`config.mk`:
```
export PLATFORM = sky130hd
export DESIGN_NAME = uart_rx_flat
export DESIGN_NICKNAME = d
export VERILOG_FILES = /design/src/rtl/uart_rx_if.sv /design/src/rtl/uart_rx.sv /design/src/flat_wrapper.sv
export SDC_FILE = /design/constraint.sdc
export NUM_CORES = 1
export LEC_CHECK = 0
export BUFFER_PORTS_ARGS = -buffer_cell sky130_fd_sc_hd__buf_2
export CAP_MARGIN = 25
export CORE_MARGIN = 4
export CORE_UTILIZATION = 64
export DETAILED_ROUTE_END_ITERATION = 16
export PLACE_DENSITY = 0.92
export SETUP_SLACK_MARGIN = 0.5
export SYNTH_ARGS = -nofsm -noshare
export SYNTH_HDL_FRONTEND = slang
export SYNTH_SLANG_ARGS = --single-unit
```
`constraint.sdc`:
```
create_clock -name clock -period 5.2 [get_ports clock]
set_input_delay 0.78 -clock clock [delete_from_list [all_inputs] [get_ports clock]]
set_output_delay 0.78 -clock clock [all_outputs]
set_load 0.01 [all_outputs]
```
`src/rtl/uart_rx_if.sv`:
```
// Receiver-side bundle: serial line and frame settings in, byte and status out.
// master = the side driving the line and settings, slave = the receiver.
interface uart_rx_if;
    logic        rxd;
    logic [15:0] baud_max_cnt;
    logic [1:0]  parity_sel;
    logic        stop_sel;
    logic [7:0]  rx_data;
    logic        rx_valid;
    logic        parity_err;
    logic        frame_err;
    logic        rx_busy;

    modport master (
        output rxd, baud_max_cnt, parity_sel, stop_sel,
        input  rx_data, rx_valid, parity_err, frame_err, rx_busy
    );

    modport slave (
        input  rxd, baud_max_cnt, parity_sel, stop_sel,
        output rx_data, rx_valid, parity_err, frame_err, rx_busy
    );
endinterface

```
`src/rtl/uart_rx.sv`:
```
// UART receiver with runtime frame format (period, parity, 1/2 stop bits).
// Samples each bit at mid-period and reports one byte per frame with
// parity and framing status.
//
// state  | meaning
// IDLE   | waiting for a falling edge on the synchronised line
// START  | counting to mid start bit, rejecting glitches
// DATA   | sampling 8 data bits, LSB first
// PARITY | sampling the parity bit (odd/even modes only)
// STOP1  | sampling the first stop bit
// STOP2  | sampling the second stop bit (two-stop mode only)
// DONE   | outputs loaded, rx_valid high for this one cycle
module uart_rx (
    input  logic     clock,
    input  logic     reset,
    uart_rx_if.slave bus
);
    typedef enum logic [2:0] {IDLE, START, DATA, PARITY, STOP1, STOP2, DONE} state_t;

    state_t      state;
    logic        rxs_meta;
    logic        rxs;
    logic        rxs_d;
    logic [15:0] cnt;
    logic [15:0] baud_lim;
    logic [15:0] half_lim;
    logic [2:0]  idx;
    logic [7:0]  shift;
    logic        perr_pend;
    logic        ferr_pend;
    logic        parity_on;
    logic        full_tick;
    logic        half_tick;

    // Period limits; >= compares keep the FSM moving if settings change mid-frame.
    always_comb begin
        baud_lim  = (bus.baud_max_cnt < 16'd3) ? 16'd3 : bus.baud_max_cnt;
        half_lim  = {1'b0, baud_lim[15:1]};
        full_tick = (cnt >= baud_lim);
        half_tick = (cnt >= half_lim);
        parity_on = (bus.parity_sel == 2'b01) || (bus.parity_sel == 2'b10);
    end

    // Two-flop synchroniser plus one delay flop for falling-edge detection.
    always_ff @(posedge clock or posedge reset) begin
        if (reset) begin
            rxs_meta <= 1'b1;
            rxs      <= 1'b1;
            rxs_d    <= 1'b1;
        end else begin
            rxs_meta <= bus.rxd;
            rxs      <= rxs_meta;
            rxs_d    <= rxs;
        end
    end

    // Frame FSM with bit timer, shift register and registered outputs.
    always_ff @(posedge clock or posedge reset) begin
        if (reset) begin
            state          <= IDLE;
            cnt            <= 16'd0;
            idx            <= 3'd0;
            shift          <= 8'h00;
            perr_pend      <= 1'b0;
            ferr_pend      <= 1'b0;
            bus.rx_data    <= 8'h00;
            bus.rx_valid   <= 1'b0;
            bus.parity_err <= 1'b0;
            bus.frame_err  <= 1'b0;
            bus.rx_busy    <= 1'b0;
        end else begin
            bus.rx_valid <= 1'b0;
            case (state)
                IDLE: begin
                    cnt <= 16'd0;
                    if (rxs_d && !rxs) begin
                        state       <= START;
                        bus.rx_busy <= 1'b1;
                    end
                end
                START: begin
                    if (half_tick) begin
                        cnt <= 16'd0;
                        if (rxs) begin
                            // line back high at mid start bit: glitch
                            state       <= IDLE;
                            bus.rx_busy <= 1'b0;
                        end else begin
                            idx       <= 3'd0;
                            perr_pend <= 1'b0;
                            ferr_pend <= 1'b0;
                            state     <= DATA;
                        end
                    end else begin
                        cnt <= cnt + 16'd1;
                    end
                end
                DATA: begin
                    if (full_tick) begin
                        cnt        <= 16'd0;
                        shift[idx] <= rxs;
                        if (idx == 3'd7) begin
                            state <= parity_on ? PARITY : STOP1;
                        end else begin
                            idx <= idx + 3'd1;
                        end
                    end else begin
                        cnt <= cnt + 16'd1;
                    end
                end
                PARITY: begin
                    if (full_tick) begin
                        cnt <= 16'd0;
                        if (bus.parity_sel == 2'b01) begin
                            perr_pend <= ~(^shift ^ rxs);
                        end else begin
                            perr_pend <= ^shift ^ rxs;
                        end
                        state <= STOP1;
                    end else begin
                        cnt <= cnt + 16'd1;
                    end
                end
                STOP1: begin
                    if (full_tick) begin
                        cnt <= 16'd0;
                        if (bus.stop_sel) begin
                            ferr_pend <= !rxs;
                            state     <= STOP2;
                        end else begin
                            bus.rx_data    <= shift;
                            bus.parity_err <= perr_pend;
                            bus.frame_err  <= !rxs;
                            bus.rx_valid   <= 1'b1;
                            state          <= DONE;
                        end
                    end else begin
                        cnt <= cnt + 16'd1;
                    end
                end
                STOP2: begin
                    if (full_tick) begin
                        cnt            <= 16'd0;
                        bus.rx_data    <= shift;
                        bus.parity_err <= perr_pend;
                        bus.frame_err  <= ferr_pend | !rxs;
                        bus.rx_valid   <= 1'b1;
                        state          <= DONE;
                    end else begin
                        cnt <= cnt + 16'd1;
                    end
                end
                DONE: begin
                    bus.rx_busy <= 1'b0;
                    state       <= IDLE;
                end
                default: begin
                    state       <= IDLE;
                    bus.rx_busy <= 1'b0;
                end
            endcase
        end
    end
endmodule
```
`src/flat_wrapper.sv`:
```
// flat-port wrapper written by rule: the top's interface ports become plain ports
module uart_rx_flat 
  (clock, reset, bus_rxd, bus_baud_max_cnt, bus_parity_sel, bus_stop_sel, bus_rx_data, bus_rx_valid, bus_parity_err, bus_frame_err, bus_rx_busy);
  uart_rx_if bus_i ();
  input  logic clock;
  input  logic reset;
  input wire logic [$bits(bus_i.rxd)-1:0] bus_rxd;
  input wire logic [$bits(bus_i.baud_max_cnt)-1:0] bus_baud_max_cnt;
  input wire logic [$bits(bus_i.parity_sel)-1:0] bus_parity_sel;
  input wire logic [$bits(bus_i.stop_sel)-1:0] bus_stop_sel;
  output wire logic [$bits(bus_i.rx_data)-1:0] bus_rx_data;
  output wire logic [$bits(bus_i.rx_valid)-1:0] bus_rx_valid;
  output wire logic [$bits(bus_i.parity_err)-1:0] bus_parity_err;
  output wire logic [$bits(bus_i.frame_err)-1:0] bus_frame_err;
  output wire logic [$bits(bus_i.rx_busy)-1:0] bus_rx_busy;
  assign bus_i.rxd = bus_rxd;
  assign bus_i.baud_max_cnt = bus_baud_max_cnt;
  assign bus_i.parity_sel = bus_parity_sel;
  assign bus_i.stop_sel = bus_stop_sel;
  assign bus_rx_data = bus_i.rx_data;
  assign bus_rx_valid = bus_i.rx_valid;
  assign bus_parity_err = bus_i.parity_err;
  assign bus_frame_err = bus_i.frame_err;
  assign bus_rx_busy = bus_i.rx_busy;
  uart_rx u_core (.clock(clock), .reset(reset), .bus(bus_i));
endmodule
```
==> results.py <==
metrics = {
    "status": {
        "outcome": "completed",
    },
    "die": {
        "die_h_um": 79.88,
        "core_um2": 4848,
        "floorplan.initialDensity_pct": 68.21,
        "ios": 34,
        "die_w_um": 79.88,
        "rows": 25,
        "die_area_um2": 6381,
    },
    "layout": {
        "utilization_pct": 74.84,
        "area_growth_syn_to_layout_pct": 9.724,
        "final_nets": 438,
        "drive_gt1_share_pct": 20.16,
        "design_area_um2": 3628,
        "antennaDiodeCount": 0,
    },
    "synth": {
        "synth_seq_cells": 47,
        "synth_common_cells": "dfrtp_1 (44), ha_1 (35), nor2_1 (29), inv_1 (25), nand2_1 (25)",
        "synth_top_area_share_pct": 33.30,
        "synth-main-ff-cell": "dfrtp_1",
        "yosysWarningCount": 0,
        "yosys.area.top_type": "dfrtp_1",
        "synthArstFlopShare_pct": 100.0,
        "syn_area_um2": 3307,
        "synth_seq_area_share_pct": 35.68,
        "synth_most_common_cell": "dfrtp_1",
        "synth_area_per_cell_um2": 9.448,
        "synth_edf_count": 0,
        "ys_top_cells_by_area": "dfrtp_1 (33%), ha_1 (13%), mux2_2 (6.5%)",
        "synth_nets": 407,
        "synth_cell_type_count": 56,
        "postSynthCellCount": 350,
    },
    "sta": {
        "hold_viol": 0,
        "timing.fmax_ghz": 0.2926,
        "rsz0062_at_grt": "no",
        "finalClockSkew_ns": 0.01110,
        "setup_tns_ns": 0,
        "finalSetupViolCount": 0,
        "maxSlewViolCount": 0,
        "slew_headroom_pct": 47.55,
        "worstMarginPinSlew_ns": 0.7798,
        "finalCritPeriodShare_pct": 65.73,
        "period_needed_ns": 3.418,
        "setup_slack_ns": 1.782,
    },
    "clock_network": {
        "cts_buffers": 5,
        "holdBufCountCts": 0,
        "cts.sinks": 47,
        "root_buffer": "clkbuf_8",
        "postCtsResizedCells": 0,
        "cts_max_path_buffers": 2,
        "insertion_delay_ns": 0.30,
        "cts-htree-levels": 2,
        "cts_setup_buffers": 0,
        "cts_tree": "built",
        "clkSlewWorstSetupHoldPaths_ns": 0.08,
    },
    "placed_design": {
        "dpl_cell_area_um2": 3510,
        "pre_cts_ws_ns": 1.442,
        "port_buffers": 33,
        "dpl.hpwl_um": 5391,
        "gp_congestion": 0.8849,
    },
    "grt": {
        "antenna_found_initial": 0,
        "overflow": 0,
        "grt_pass1_vias": 2705,
        "grt_start_max_net_pins": 48,
        "grt_pass1_wl_um": 12150,
        "grtUsageTotal_pct": 24.09,
    },
    "setup_path": {
        "crit_slowest_cell": "a2111oi_2",
        "critPathCaptureType": "flip-flop",
        "max_stage_delay_ns": 0.43,
        "start_kind": "input pin",
        "path_cells": "buf_2 -> nor4_1 -> nand4_1 -> nand2b_1 -> inv_1 -> ha_1 -> a2111oi_4 -> a2111oi_2 -> a211oi_2 -> buf_4 -> nor4b_1 -> mux2_2",
        "startpoint": "bus_baud_max_cnt[13]",
        "cp.arrival_ns": 3.60,
        "rr_startpoint": "u_core.cnt[12]",
        "cp_max_fo": 30,
        "worstPathRequired_ns": 5.38,
        "critical_path_class": "input pin to flip-flop",
    },
    "route": {
        "wl_per_cell_um": 16.37,
        "drt_first_pass_iters": 5,
        "ant_nets": 0,
        "route.vias.total": 2805,
        "viasPerCell": 6.247,
        "routed_wl_um": 7348,
        "drc": 0,
        "drt-initial-drc-count": 211,
    },
    "power_and_ir_drop": {
        "power_density_nw_per_um2": 292.7,
        "power_leakage_nw": 1.801,
        "ir_worst_vdd_v": 0.0003244,
        "p_seq_share_pct": 42.4,
        "power_switching_uw": 409.3,
        "netSwitchingFraction_pct": 38.53,
        "intPower_uw": 652.9,
        "power.share.clock_pct": 21.6,
        "p_comb_share_pct": 36.0,
    },
    "min_path": {
        "min-delay-start": "u_core.rxs_meta",
        "hold_path_class": "flip-flop to flip-flop",
    },
    "flow_run": {
        "cap_violations": 0,
    },
}
-- worst paths after layout --
check                      depth (start not counted)         endpoint  slack [ns]
hold / removal                                     0       u_core.rxs        0.36
hold reg to reg                                    0       u_core.rxs        0.36
setup reg to reg                                   8  u_core.shift[0]        2.45
min in group asynchronous                          2   u_core.cnt[13]        0.46
setup / recovery                                  12  u_core.shift[0]        1.78
max in group asynchronous                          3  u_core.rxs_meta        4.17
-- state kept, by name, summed over array words and instances, names as in the netlist --
signal,flops
u_core.rxs_d,1
u_core.bus.parity_err,1
u_core.state,3
u_core.cnt,16
u_core.perr_pend,1
u_core.bus.rx_data,8
u_core.ferr_pend,1
u_core.shift,8
u_core.bus.frame_err,1
u_core.bus.rx_valid,1
u_core.rxs_meta,1
u_core.bus.rx_busy,1
u_core.rxs,1
u_core.idx,3
-- critical path, delay by kind of cell --
kind                       cells  cell delay [ns]
AOI/OAI and AO/OA              3             0.63
adders and majority gates      1             0.30
buffers and inverters          3             0.42
muxes                          1             0.39
and+or+nand+nor                4             1.08
-- per-layer routing --
metal  GRT usage [%]  share of wire, %
met4           10.64               3.6
met1           30.01                42
met5               0                 0
met2           41.23                50
met3           3.499               5.0
-- power groups by stage --
stage	combinational [mW]	clock, mW	sequential (mW)
after floorplan	0.322	0	0.417
after global placement	0.361	0	0.451
after detailed placement	0.373	0	0.455
after CTS	0.377	0.237	0.447
after global routing	0.424	0.248	0.456
final	0.382	0.230	0.450
-- cell families (layout without fill, tap and decap cells) --
family                   Yosys count  after routing  share of synthesized area (%)
flip-flops                        47             47                          35.68
AND/OR/NAND/NOR                  121            121                          19.26
multiplexers                      21             21                          7.113
adder cells (fa/ha/maj)           35             35                          13.24
buffers and inverters             37             69                          4.691
AO/OA/AOI/OAI                     76             76                          16.57
XOR/XNOR                          13             13                          3.443
-- stage by stage --
step	std cells	power (mW)	hold WS (ns)
2_1_floorplan	350	0.7390	0.3452
3_3_place_gp	440	0.8117	0.3458
3_5_place_dp	440	0.8275	0.3476
4_1_cts	448	1.061	0.3595
5_1_grt	449	1.128	0.3626
6_report	449	1.062	0.3580
-- placed cells by master (no fill, tap or decap), drive strengths merged, types with 12 or more instances in the layout --
cell type / n
nand2: 25
mux2: 20
inv: 25
nor2: 29
o21ai: 16
ha: 35
a21oi: 14
buf: 36
nor3: 12
dfrtp: 44
-- layout make-up --
class / count / area [µm²]
Multi-Input combinational cell: 266 / 1972
Clock buffer: 6 / 82.58
Sequential cell: 47 / 1180
Clock inverter: 2 / 16.27
Timing Repair Buffer: 36 / 200.2
Tap cell: 67 / 83.83
Inverter: 25 / 93.84
Fill cell: 347 / 1220
Note: power is estimated with default switching activity, not from simulation.
